File: config.mk
export PLATFORM = sky130hd
export DESIGN_NAME = sample_decimator
export DESIGN_NICKNAME = d
export VERILOG_FILES = /design/src/rtl/sample_decimator_pkg.sv /design/src/rtl/sample_decimator_fifo.sv /design/src/rtl/sample_decimator.sv
export SDC_FILE = /design/constraint.sdc
export NUM_CORES = 1
export LEC_CHECK = 0
export ABC_AREA = 1
export ABC_CLOCK_PERIOD_IN_PS = 3400
export CORE_MARGIN = 2
export CORE_UTILIZATION = 56
export DETAILED_ROUTE_END_ITERATION = 10
export PLACE_DENSITY = 0.75
export SETUP_SLACK_MARGIN = 0.3
export SYNTH_ARGS = -nofsm -noshare
export SYNTH_HDL_FRONTEND = slang
export SYNTH_HIERARCHICAL = 1
export SYNTH_SLANG_ARGS = --single-unit
File: constraint.sdc
create_clock -name clk -period 3.4 [get_ports clk]
set_input_delay 0.68 -clock clk [delete_from_list [all_inputs] [get_ports clk]]
set_output_delay 0.68 -clock clk [all_outputs]
set_load 0.02 [all_outputs]
File: src/rtl/sample_decimator_pkg.sv
// Shared definitions for the sample decimator: frame FSM states and output FIFO depth.
package sample_decimator_pkg;

  typedef enum logic {
    S_WARM = 1'b0,
    S_RUN  = 1'b1
  } dec_state_e;

  localparam int FIFO_DEPTH = 2;

endpackage

File: src/rtl/sample_decimator_fifo.sv
// dec_fifo2: two-entry result buffer with a valid/ready read side and full/empty flags.
module dec_fifo2
  import sample_decimator_pkg::*;
#(
  parameter int W = 32
) (
  input  logic         clk,
  input  logic         rst_n,
  input  logic         push_i,
  input  logic [W-1:0] data_i,
  input  logic         ready_i,
  output logic [W-1:0] data_o,
  output logic         full_o,
  output logic         empty_o
);

  localparam int CW = $clog2(FIFO_DEPTH + 1);

  logic [W-1:0]  mem_q [FIFO_DEPTH];
  logic [W-1:0]  mem_d [FIFO_DEPTH];
  logic [CW-1:0] cnt_q, cnt_d;
  logic          pop, push_ok;

  assign empty_o = (cnt_q == '0);
  assign full_o  = (cnt_q == CW'(FIFO_DEPTH));
  assign data_o  = mem_q[0];
  assign pop     = !empty_o && ready_i;
  // A pop frees the slot in the same cycle, so a full FIFO still accepts a push then.
  assign push_ok = push_i && (!full_o || pop);

  // NOTE: every output of an always_comb gets a default first so no path leaves it unassigned (no latch).
  always_comb begin
    mem_d = mem_q;
    if (pop) begin
      for (int i = 0; i < FIFO_DEPTH - 1; i++) mem_d[i] = mem_q[i+1];
    end
    if (push_ok) mem_d[CW'(cnt_q - CW'(pop))] = data_i;
    cnt_d = cnt_q + CW'(push_ok) - CW'(pop);
  end

  // NOTE: the storage is reset too, because the head entry drives out_data and must read 0 in reset.
  always_ff @(posedge clk or negedge rst_n) begin
    if (!rst_n) begin
      cnt_q <= '0;
      for (int i = 0; i < FIFO_DEPTH; i++) mem_q[i] <= '0;
    end else begin
      // NOTE: sequential state uses non-blocking assignments so every register samples pre-edge values.
      cnt_q <= cnt_d;
      mem_q <= mem_d;
    end
  end

endmodule

File: src/rtl/sample_decimator.sv
// Averaging decimator: sums 2^dec_log2 samples per frame, shifts, buffers in dec_fifo2.
// Optional round-half-up before the shift with macro SAMPLE_DECIMATOR_ROUND_EN.
module sample_decimator
  import sample_decimator_pkg::*;
#(
  parameter int BITWIDTH     = 32,
  parameter int MAX_DEC_LOG2 = 8,
  parameter int DEC_WIDTH    = 4
) (
  input  logic                 clk,
  input  logic                 n_RST,
  input  logic [BITWIDTH-1:0]  sig_in,
  input  logic                 in_valid,
  input  logic [DEC_WIDTH-1:0] dec_log2,
  input  logic                 restart,
  output logic [BITWIDTH-1:0]  out_data,
  output logic                 out_valid,
  input  logic                 out_ready,
  output logic                 overrun,
  input  logic                 clr_overrun
);

  localparam int AW = BITWIDTH + MAX_DEC_LOG2;
  localparam int SW = $clog2(MAX_DEC_LOG2 + 1);
  localparam int CW = MAX_DEC_LOG2;

  dec_state_e    state_q, state_d;
  logic [AW-1:0] acc_q, acc_d;
  logic [CW-1:0] cnt_q, cnt_d;
  logic [SW-1:0] shift_q, shift_d;
  logic          overrun_q, overrun_d;

  logic [SW-1:0]       dec_clamp, cur_shift;
  logic [CW-1:0]       last_idx;
  logic [AW-1:0]       sample_ext, sum, sum_r;
  logic [BITWIDTH-1:0] result;
  logic                sample_take, frame_done, frame_push, drop;
  logic                fifo_full, fifo_empty;

  assign dec_clamp = (32'(dec_log2) > MAX_DEC_LOG2) ? SW'(MAX_DEC_LOG2) : SW'(dec_log2);
  // The ratio is sampled on a frame's first sample; later samples use the latched copy.
  assign cur_shift   = (cnt_q == '0) ? dec_clamp : shift_q;
  assign last_idx    = ~({CW{1'b1}} << cur_shift);
  assign sample_take = in_valid && !restart;
  assign frame_done  = sample_take && (cnt_q == last_idx);

  assign sample_ext = {{MAX_DEC_LOG2{sig_in[BITWIDTH-1]}}, sig_in};
  assign sum        = acc_q + sample_ext;
`ifdef SAMPLE_DECIMATOR_ROUND_EN
  assign sum_r = (cur_shift != '0) ? sum + (AW'(1) << (cur_shift - SW'(1))) : sum;
`else
  assign sum_r = sum;
`endif
  assign result = BITWIDTH'($signed(sum_r) >>> cur_shift);

  always_comb begin
    acc_d   = acc_q;
    cnt_d   = cnt_q;
    shift_d = shift_q;
    if (restart) begin
      acc_d = '0;
      cnt_d = '0;
    end else if (sample_take) begin
      if (cnt_q == '0) shift_d = dec_clamp;
      if (frame_done) begin
        acc_d = '0;
        cnt_d = '0;
      end else begin
        acc_d = sum;
        cnt_d = cnt_q + CW'(1);
      end
    end
  end

  always_ff @(posedge clk or negedge n_RST) begin
    if (!n_RST) state_q <= S_WARM;
    else        state_q <= state_d;
  end

  always_comb begin
    state_d = state_q;
    if (restart)                               state_d = S_WARM;
    else if (frame_done && state_q == S_WARM)  state_d = S_RUN;
  end

  always_comb begin
    frame_push = 1'b0;
    if (state_q == S_RUN && frame_done) frame_push = 1'b1;
  end

  dec_fifo2 #(.W(BITWIDTH)) u_fifo (
    .clk     (clk),
    .rst_n   (n_RST),
    .push_i  (frame_push),
    .data_i  (result),
    .ready_i (out_ready),
    .data_o  (out_data),
    .full_o  (fifo_full),
    .empty_o (fifo_empty)
  );

  assign out_valid = !fifo_empty;
  assign drop      = frame_push && fifo_full && !(out_valid && out_ready);
  // A drop in the same cycle as a clear wins, so no overrun event is lost.
  assign overrun_d = drop || (overrun_q && !clr_overrun);
  assign overrun   = overrun_q;

  always_ff @(posedge clk or negedge n_RST) begin
    if (!n_RST) begin
      acc_q     <= '0;
      cnt_q     <= '0;
      shift_q   <= '0;
      overrun_q <= 1'b0;
    end else begin
      acc_q     <= acc_d;
      cnt_q     <= cnt_d;
      shift_q   <= shift_d;
      overrun_q <= overrun_d;
    end
  end

endmodule

==> results by group <==
Status
  • Status: complete, no violations

Place
  • RD Place Congestion: 0.954
  • Worst slack, placed: -0.245 ns
  • DPL Wire Length: 26500 um
  • Area after DPL: 12300 um^2
  • Port Buffers: 75
  • Post-Place Cells: 2135

STA
  • Min Hold Slack: 0.0629 ns
  • Slew headroom: 49.7%
  • Slew Limit Fails: 0
  • RSZ-0062 raised after global routing: true
  • Tmin final: 3.14 ns
  • Worst Skew: 0.0147 ns
  • Final Cycle Share: 92.2%
  • Slew @ Worst Pin: 0.753 ns
  • Count of final setup violators: 0
  • Fmax achieved: 319 MHz
  • Setup ws final: 0.264 ns
  • TNS Setup: 0 ns
  • Final Hold Viols: 0

Setup path
  • Crit path DAT: 3.51 ns
  • R2R depth: 20
  • Crit. End Element: register
  • Setup CP Type: in -> reg
  • Req. time, crit path: 3.78 ns
  • Critical path peak fanout: 4
  • Nature of the critical path startpoint: input port
  • Worst reg2reg setup slack: 0.39 ns

Drt
  • Post-detailed-route wirelength per cell: 17.7 um
  • Total Wirelength: 38700 um
  • DR vias/cell: 5.79
  • First-pass detailed-route iteration total: 9
  • DRC errors left: 0
  • DRT antenna net count: 0
  • Vias: 12600
  • DRT iter0 DRCs: 1541

Synthesis
  • Synth top area share: 27.7%
  • EDFF count, synth: 0
  • Dominant cells by area after synthesis: dfrtp_1 (28%), nand2_1 (24%), nand3_1 (15%), inv_1 (6.0%), ha_1 (5.1%)
  • Sequential-to-total area share from yosys stat: 27.7%
  • Cell count after synthesis: 1774
  • Top FF cell, synth: dfrtp_1
  • Asr flop ratio synth: 100%
  • Synth area leader: dfrtp_1
  • Most numerous cell in the Yosys netlist: nand2_1
  • Synthesized area per cell: 6.12 um^2
  • Commonest cells in the synthesized netlist: nand2_1 (687), nand3_1 (336), inv_1 (173), dfrtp_1 (120), nor2_1 (94)
  • Synth warnings: 6
  • Post-Synthesis Net Count: 1861
  • Post-Syn Area: 10900 um^2
  • Synth cell types: 39
  • #FFs+latches synth: 120

Clock network
  • H-tree Lvls: 4
  • CTS tree: built
  • CTS max path bufs: 2
  • Clock Root Buffer: clkbuf_16
  • Clock Latency Late Sink: 0.44 ns
  • CTS Buf Count: 17
  • Clock slew at reported path FFs: 0.07 ns
  • Clock Sinks: 120

Global route
  • Vias in the first global route: 11300
  • Antenna violations before repair: 0
  • Overflow after GRT: 0
  • Largest net degree at the start of global routing: 73
  • Gr usage total: 35.6%
  • First-pass GRT wire length: 57300 um

Layout
  • Non-filler instance count after layout: 2182
  • Area growth from synthesis to layout: 30.8%
  • Number of fill cells: 1546
  • Layout cells sized above 1: 23.2%
  • # nets final: 1996
  • Finished Cell Area: 14200 um^2
  • Final Core Density: 75.4%
  • Ant diodes: 0

Floorplan
  • Ports: 76
  • Core Region: 18800 um^2
  • Die Footprint: 20500 um^2
  • Starting Density: 57.6%
  • Std-Cell Rows: 50
  • Die W: 143 um
  • Die height: 143 um

Power and ir drop
  • Tot Pwr: 8.25 mW
  • Leakage: 7.46 nW
  • P per Cell Area: 581 nW/um^2
  • Max VDD drop: 0.417 mV

Worst hold path
  • HP Class: in -> async

Flow run
  • # Max-Cap Violations: 0
cell usage in the layout, fill, tap and decap left out, types with 6 or more instances in the layout:
cell type	Yosys	final
xnor2_1	14	8
clkbuf_16	0	19
nor3_1	14	12
or2_2	6	6
o22ai_1	6	6
ha_4	0	21
o211ai_1	10	10
inv_2	4	9
nand3_2	1	80
inv_1	173	168
nor2_2	4	30
nand2_2	6	62
a21oi_1	48	33
nand2_1	687	627
o21ai_0	63	51
o21ai_1	0	9
dfrtp_1	120	118
clkdlybuf4s50_1	0	68
nor2_1	94	66
nand2_4	3	7
a21oi_2	0	13
dlymetal6s2s_1	0	6
nand3_1	336	255
buf_4	42	138
nand4_1	6	6
ha_1	44	18
critical path, stage by stage:
cell and delay (ns):
clkdlybuf4s50_1 0.49, ha_4 0.34, nand2_1 0.05, nand2_1 0.09
nand2_1 0.08, nand2_2 0.10, inv_1 0.05, nand2_1 0.10
inv_1 0.05, nand2_1 0.11, buf_4 0.15, nand3_1 0.10
nand2_1 0.09, nand2_2 0.10, nand3_2 0.12, nand3_2 0.10
nand3_1 0.15, nand3_1 0.11, nand2_1 0.19, nand3_1 0.13
nand2_1 0.10
cell type report:
type	instances	area (um^2)	share of cell area (%)
inverters	178	681	4.79
flip-flops and latches	120	3010	21.2
clock buffers	17	425	3.00
multi-input cells	1374	7700	54.3
repair buffers	218	1910	13.5
well taps	260	325	2.29
clock inverters	15	144	1.01
worst paths after layout:
path                                      to        from
min                                acc_q[26]       n_RST
min in group clk                    register    register
max                        u_fifo/data_o[22]  sig_in[10]
max in group asynchronous           cnt_q[5]       n_RST
max reg2reg                  u_fifo/cnt_q[1]    cnt_q[1]
min reg2reg                         register    register
timing repair:
item / in CTS / in global routing
pin swaps: 4 / 56
setup endpoints to repair: 54 / 67
gates resized for setup: 24 / 249
cloned: 0 / 5
setup buffers: 2 / 8
hold buffers: 0 / 0
where the power goes:
group | leakage [nW] | internal, mW | switching, mW | total, mW
logic | 5.58 | 1.71 | 2.97 | 4.68
registers | 1.60 | 1.61 | 0.157 | 1.77
clock network | 0.273 | 1.02 | 0.783 | 1.80
kinds of logic (layout without fill, tap and decap cells):
group | Yosys count | count (layout) | synth area share (%)
AO/OA/AOI/OAI | 139 | 139 | 7.05
flip-flops | 120 | 120 | 27.7
AND/OR/NAND/NOR | 1164 | 1166 | 45.8
multiplexers | 1 | 1 | 0.0923
buffers and inverters | 282 | 428 | 12.3
adder cells (fa/ha/maj) | 45 | 45 | 5.26
XOR/XNOR | 23 | 23 | 1.86
per-layer routing:
layer  global-route usage (%)  part of all wire (%)  vias up
met1                     49.4                    42     5795
met5                        0                     0        -
li1                         -                     -     5964
met3                     5.47                   8.8      135
met2                     57.3                    46      735
met4                     10.7                   3.6        0
(Power assumes the default switching activity.)
